--- config.mk ---
export PLATFORM = sky130hd
export DESIGN_NAME = ahb_slave_arbiter
export DESIGN_NICKNAME = d
export VERILOG_FILES = /design/src/rtl/ahb_slave_arbiter.sv
export SDC_FILE = /design/constraint.sdc
export NUM_CORES = 1
export LEC_CHECK = 0
export BUFFER_PORTS_ARGS = -buffer_cell sky130_fd_sc_hd__buf_2
export CAP_MARGIN = 25
export CORE_MARGIN = 2
export CORE_UTILIZATION = 33
export DETAILED_ROUTE_END_ITERATION = 8
export GPL_TIMING_DRIVEN = 0
export PLACE_DENSITY = 0.5
export SYNTH_ARGS = -nofsm -noshare
export SYNTH_HDL_FRONTEND = slang
export SYNTH_SLANG_ARGS = --single-unit
--- constraint.sdc ---
create_clock -name HCLK -period 4.9 [get_ports HCLK]
set_input_delay 0.49 -clock HCLK [delete_from_list [all_inputs] [get_ports HCLK]]
set_output_delay 0.49 -clock HCLK [all_outputs]
set_load 0.01 [all_outputs]
--- src/rtl/ahb_slave_arbiter.sv ---
// AHB-Lite slave-port arbiter: round-robin grant over four masters, held across
// locked sequences and bursts, with a data-phase select that follows accepted address phases.
module ahb_slave_arbiter #(
    parameter int unsigned DEFAULT_MASTER = 0,
    parameter bit          PARK_LAST      = 1'b1
) (
    input  logic       HCLK,
    input  logic       HRESET,
    input  logic [3:0] Req,
    input  logic [1:0] HTRANS,
    input  logic [2:0] HBURST,
    input  logic       HMASTLOCK,
    input  logic       HREADY,
    output logic [1:0] Master_Sel_A,
    output logic [1:0] Master_Sel_D,
    output logic [3:0] Grant,
    output logic       Data_Valid
);

    localparam int unsigned N_MASTERS = 4;
    localparam int unsigned SEL_W     = 2;
    localparam int unsigned CNT_W     = 5;

    localparam logic [1:0] TRANS_IDLE   = 2'b00;
    localparam logic [1:0] TRANS_BUSY   = 2'b01;
    localparam logic [1:0] TRANS_NONSEQ = 2'b10;
    localparam logic [1:0] TRANS_SEQ    = 2'b11;

    localparam logic [2:0] BURST_SINGLE = 3'd0;
    localparam logic [2:0] BURST_INCR   = 3'd1;
    localparam logic [2:0] BURST_WRAP4  = 3'd2;
    localparam logic [2:0] BURST_INCR4  = 3'd3;
    localparam logic [2:0] BURST_WRAP8  = 3'd4;
    localparam logic [2:0] BURST_INCR8  = 3'd5;
    localparam logic [2:0] BURST_WRAP16 = 3'd6;
    localparam logic [2:0] BURST_INCR16 = 3'd7;

    localparam logic [SEL_W-1:0]     DEF_SEL   = SEL_W'(DEFAULT_MASTER);
    localparam logic [N_MASTERS-1:0] DEF_GRANT = N_MASTERS'(1) << DEF_SEL;

    logic [CNT_W-1:0]     beat_cnt;
    logic [CNT_W-1:0]     beat_cnt_nxt;
    logic [CNT_W-1:0]     burst_last;
    logic                 fixed_burst;
    logic                 lock_hold;
    logic                 burst_hold;
    logic                 arb_point;
    logic                 rr_found;
    logic [SEL_W-1:0]     rr_cand;
    logic [SEL_W-1:0]     rr_winner;
    logic [SEL_W-1:0]     sel_a_nxt;
    logic [N_MASTERS-1:0] grant_nxt;

    // Remaining beats loaded by a NONSEQ, by burst type
    always_comb begin
        unique case (HBURST)
            BURST_WRAP4,  BURST_INCR4:  burst_last = CNT_W'(3);
            BURST_WRAP8,  BURST_INCR8:  burst_last = CNT_W'(7);
            BURST_WRAP16, BURST_INCR16: burst_last = CNT_W'(15);
            default:                    burst_last = '0;
        endcase
    end

    always_comb begin
        beat_cnt_nxt = beat_cnt;
        if (HREADY) begin
            unique case (HTRANS)
                TRANS_NONSEQ: beat_cnt_nxt = burst_last;
                TRANS_SEQ:    beat_cnt_nxt = (beat_cnt != '0) ? beat_cnt - CNT_W'(1) : '0;
                TRANS_IDLE:   beat_cnt_nxt = '0;
                TRANS_BUSY:   beat_cnt_nxt = beat_cnt;
            endcase
        end
    end

    // Hold evaluated against the counter value after this cycle's update
    always_comb begin
        fixed_burst = (HBURST != BURST_SINGLE) && (HBURST != BURST_INCR);
        lock_hold   = HMASTLOCK && (HTRANS != TRANS_IDLE);
        burst_hold  = (fixed_burst && (beat_cnt_nxt != '0))
                    || ((HBURST == BURST_INCR) && (HTRANS != TRANS_IDLE));
        arb_point   = HREADY && !lock_hold && !burst_hold;
    end

    // Round-robin scan starting after the current owner; the owner itself is checked last
    always_comb begin
        rr_found  = 1'b0;
        rr_cand   = '0;
        rr_winner = PARK_LAST ? Master_Sel_A : DEF_SEL;
        for (int unsigned k = 1; k <= N_MASTERS; k++) begin
            rr_cand = Master_Sel_A + SEL_W'(k);
            if (!rr_found && Req[rr_cand]) begin
                rr_winner = rr_cand;
                rr_found  = 1'b1;
            end
        end
    end

    always_comb begin
        sel_a_nxt = arb_point ? rr_winner : Master_Sel_A;
        grant_nxt = N_MASTERS'(1) << sel_a_nxt;
    end

    always_ff @(posedge HCLK or posedge HRESET) begin
        if (HRESET) begin
            Master_Sel_A <= DEF_SEL;
            Master_Sel_D <= DEF_SEL;
            Grant        <= DEF_GRANT;
            Data_Valid   <= 1'b0;
            beat_cnt     <= '0;
        end else begin
            beat_cnt     <= beat_cnt_nxt;
            Master_Sel_A <= sel_a_nxt;
            Grant        <= grant_nxt;
            if (HREADY) begin
                Master_Sel_D <= Master_Sel_A;
                Data_Valid   <= HTRANS[1];
            end
        end
    end

endmodule

* After elaboration in Yosys (flattened, before gate mapping) *
Index checks and enable logic that the tools add are counted.

operators by class
  mux-type cells = 20
  reduce and logical (&&, ||, !) cells = 23
  shifts and indexed selects = 1
  eq/ne operators = 11
  order comparisons = 4
  $add $sub $neg = 4

operators with widths
  kind                   count
  $pmux W5 S4            1
  $eq A3 B3 Y1 const B   4
  $lt A2 B3 Y1 const B   4
  $pmux W4 S3            1
  $mux W2                5
  $mux W5                2
  $reduce_bool A5 Y1     2
  $logic_and A1 B1 Y1    9
  $bmux W1 S2            4
  $mux W1                7
  $eq A3 B2 Y1 const B   2
  $reduce_or A2 Y1       3
  $logic_not A1 Y1       5
  $sub A5 B1 Y5 const B  1
  $add A2 B2 Y2 const B  2
  $eq A2 B2 Y1 const B   2
  $shl A1 B2 Y4 const A  1
  $eq A3 B1 Y1 const B   1
  $ne A3 B1 Y1 const B   1
  $reduce_bool A3 Y1     1
  $add A2 B1 Y2 const B  1
  $eq A2 B1 Y1 const B   1
  $logic_not A2 Y1       1
  $reduce_bool A2 Y1     1
  $logic_or A1 B1 Y1     1

word-level totals
  logic and storage cells = 68
  register bits after elaboration = 14
  output and inout bits = 9

* Longest topological paths before layout *
  depth in word-level cells = 15
  depth in mapped cells = 9

* Least setup slack after synthesis *
No wires, ideal clock.

  kind = flip-flop to flip-flop
  start point = reg beat_cnt[0]
  end point = reg Master_Sel_A[1]
  library setup time = 0.125 ns
  period minus slack after synthesis = 2.437 ns
  path buffers = 0
  arrival time = 2.312 ns
  stages on the path, launching flop included = 9
  setup slack = 2.463 ns
  cell sequence = dfrtp_1 -> inv_1 -> ha_1 -> or2b_1 -> o311a_1 -> a211o_1 -> o31a_1 -> a211oi_4 -> mux2_4

on the way
  word-level cells in the longest chain between the ends = 10

ends and longest elaborated chain
  element                                                     line  RTL
  start: declaration                                          41    logic [CNT_W-1:0] beat_cnt;
  start signal: assignment                                    112   beat_cnt <= beat_cnt_nxt;
  $sub A5 B1 Y5 / $reduce_bool A5 Y1 (equally long branches)  69    TRANS_SEQ: beat_cnt_nxt = (beat_cnt != '0) ? beat_cnt - CNT_W'(1) : '0;
  $mux W5 (*)                                                 69
  $pmux W5 S4 (*)                                             67    unique case (HTRANS)
  $mux W5 (*)                                                 66    if (HREADY) begin
  net beat_cnt_nxt[4]                                         42    logic [CNT_W-1:0] beat_cnt_nxt;
  $reduce_bool A5 Y1 (*)                                      80    burst_hold = (fixed_burst && (beat_cnt_nxt != '0))
  $logic_and A1 B1 Y1 (*)                                     80
  $logic_or A1 B1 Y1 (*)                                      81    || ((HBURST == BURST_INCR) && (HTRANS != TRANS_IDLE));
  $logic_not A1 Y1 (*)                                        82    arb_point = HREADY && !lock_hold && !burst_hold;
  $logic_and A1 B1 Y1 (*)                                     82
  $mux W2 (*)                                                 100   sel_a_nxt = arb_point ? rr_winner : Master_Sel_A;
  net sel_a_nxt[1]                                            51    logic [SEL_W-1:0] sel_a_nxt;
  end signal: assignment                                      113   Master_Sel_A <= sel_a_nxt;
  end: declaration                                            14    output logic [1:0] Master_Sel_A,

The timed path passes the listed nets; every way through them passes the cells marked *.
A chain may end at the register's enable or synchronous reset.

* Worst setup path after layout *
Ends and elaborated chain as after synthesis.

==> impl_metrics.ini <==
[floorplanning]
pin_count = 22
die_height_um = 57.6
fp-row-count = 19
start_util_pct = 34.7
die_x_um = 57.6
dieArea_um2 = 3320
core_area_um2 = 2730

[route]
wl_um = 2290
ant_nets = 0
vias = 909
drt_first_pass_iters = 5
wl_per_cell_um = 14.1
drc_errors = 0
drt_iter0_drc = 28
vias_per_cell = 5.58

[critical_path]
worstSetupPathType = reg -> reg
arrival_ns = 2.85
cp-start-kind = register
crit_path_end_kind = register
path_max_fanout = 10
critPathRequiredTime_ns = 5.08

[global_route]
grt_pass1_wl_um = 3740
grt_pass1_vias = 825
grt.overflow.total = 0
grt_max_degree = 15
grt_use_total_pct = 14.6
antenna_found_initial = 0

[pwr]
leakage_nw = 0.511
p_switching_w = 0.000205
fin_total_pwr_w = 0.000513
p_clk_share_pct = 16.1
ir_drop_mv = 0.226
power.internal_w = 0.000307
power_density_nw_per_um2 = 458
seqPwrFrac_pct = 35.3
switching_share_pct = 40.1
power_frac_comb_pct = 48.7

[timing]
fmax_mhz = 373
fin_setup_tns_ns = 0
slew_headroom_pct = 47.9
finClkSkew_ns = 0.00490
finalHoldViolCount = 0
setup_violations = 0
worstMarginPinSlew_ns = 0.776
rsz0062_at_grt = no
timing.final.crit_period_ns = 2.68
slew_violations = 0
min_period_over_period_pct = 54.7

[logic_synthesis]
synth_top_area_share_pct = 34.3
synth_area_um2 = 948
ys_top_cells_by_area = dfrtp_1, o21ai_0, inv_1, nand2b_1, nor2_1
synth_cells = 109
yosysWarningCount = 0
async_flop_share_pct = 100
synth_top_cell_by_area = dfrtp_1
ys_types = 42
synth-edff-count = 0
synth.avg_cell_area_um2 = 8.70
synthFlopType = dfrtp_1
syn_nets = 123
ys_seq_area_share_pct = 37.1
ys_ff_latch = 14

[clocking]
cts_tree = built
clkTransAtPathRegs_ns = 0.08
cts-resized-gates = 0
post-cts-setup-buffer-count = 0
cts_hold_buf = 0
cts_buffers = 3
cts_num_sinks = 14
htreeDepth = 1
clk_latency_ns = 0.28
root_buffer = clkbuf_4
cts_buffer_depth = 2

[placed_design]
port_buffers = 19
dp_hpwl_um = 1700
gp_congestion = 0.938
placedCellCount = 159

[finish]
nFillCells = 286
mostFrequentLayoutCell = buf_2
instances_no_fill = 163
nNetsFinal = 147
area_growth_pct = 17.9
final_cell_mix = buf_2, o21ai_0, dfrtp_1, inv_1, nor2_1
drive_gt1_share_pct = 24.2
n_antenna_cell = 0

[status]
status = finished clean

[job]
max_cap_violations = 0

[min_path]
hold_path.class = in -> async
## synthesized netlist by cell type (2+ instances only)
| cell | n |
|---|---|
| nand2_1 | 4 |
| nor3b_1 | 3 |
| o22ai_1 | 3 |
| o31ai_1 | 2 |
| o21ai_0 | 14 |
| and3b_1 | 2 |
| a21boi_0 | 3 |
| a32o_1 | 2 |
| dfrtp_1 | 13 |
| nand2b_1 | 5 |
| or2_2 | 2 |
| clkbuf_1 | 3 |
| and3_1 | 2 |
| inv_1 | 9 |
| nor3_1 | 5 |
| a31oi_1 | 3 |
| mux2_2 | 2 |
| nor2_1 | 8 |
## critical path, cell delays in order (launching register included)
cell and delay [ns]:
dfrtp_1 0.42, inv_1 0.07, ha_1 0.20, or2b_1 0.28
o311a_1 0.31, a211o_1 0.27, o31a_1 0.30, a211oi_4 0.38
mux2_4 0.33
## power groups by stage
stage | Clock (W) | Sequential, W | Combinational, W
floorplan | 0 | 0.000196 | 0.000157
global placement | 0 | 0.000182 | 0.000246
detailed placement | 0 | 0.000183 | 0.000251
CTS | 0.0000838 | 0.000181 | 0.000253
global route | 0.0000902 | 0.000187 | 0.000278
finish | 0.0000823 | 0.000181 | 0.000249
## metal layers
metal,global-route usage (%),wire length [um]
met1,19.0,985
met2,23.5,1210
met3,1.56,60
met4,8.31,40
met5,0,0
## state kept, by name (all words and copies together) (netlist names)
register,count
Data_Valid,1
Grant,4
Master_Sel_D,2
Master_Sel_A,2
beat_cnt,5
## cell type report
type                    count  area (um^2)  share of cell area, %
multi-input cells          81          541                   48.3
flip-flops and latches     14          352                   31.4
repair buffers             19         95.1                   8.50
well taps                  31         38.8                   3.47
clock buffers               4         36.3                   3.24
inverters                   9         33.8                   3.02
plain buffers               5         22.5                   2.01
## cell families (layout without fill, tap and decap cells)
kind of cell             after synthesis  count (layout)  share of synthesized area [%]
AO/OA/AOI/OAI                         37              37                           27.3
XOR/XNOR                               2               2                           1.85
adder cells (fa/ha/maj)                1               1                           1.32
buffers and inverters                 14              37                           5.94
flip-flops                            14              14                           37.1
multiplexers                           3               3                           3.96
AND/OR/NAND/NOR                       38              38                           22.6
## worst paths after layout
path	start	end	slack, ns	cells after the start
worst max-delay path	beat_cnt[0]$_DFF_PP0_	Master_Sel_A[1]$_DFF_PP0_	2.22	8
worst min-delay path	HRESET	Master_Sel_A[0]$_DFF_PP0_	0.23	2
worst max register to register	beat_cnt[0]$_DFF_PP0_	Master_Sel_A[1]$_DFF_PP0_	2.22	8
worst min register to register	Master_Sel_D[1]$_DFFE_PP0P_	Master_Sel_D[1]$_DFFE_PP0P_	0.51	1
max in group asynchronous	HRESET	Grant[0]$_DFF_PP1_	4.30	2
min in group HCLK	Master_Sel_D[1]$_DFFE_PP0P_	Master_Sel_D[1]$_DFFE_PP0P_	0.51	1
## through the flow
step / utilization (%) / cell area, um^2 / hold WS [ns] / setup slack (ns)
after global placement: 39.6 / 1080 / 0.490 / 2.26
final: 40.9 / 1120 / 0.233 / 2.22
after detailed placement: 39.6 / 1080 / 0.491 / 2.21
after floorplan: - / 948 / 0.379 / 2.46
after CTS: 40.9 / 1120 / 0.245 / 2.21
after global routing: 40.9 / 1120 / 0.273 / 2.10
Power figures use the tool's default switching activity.
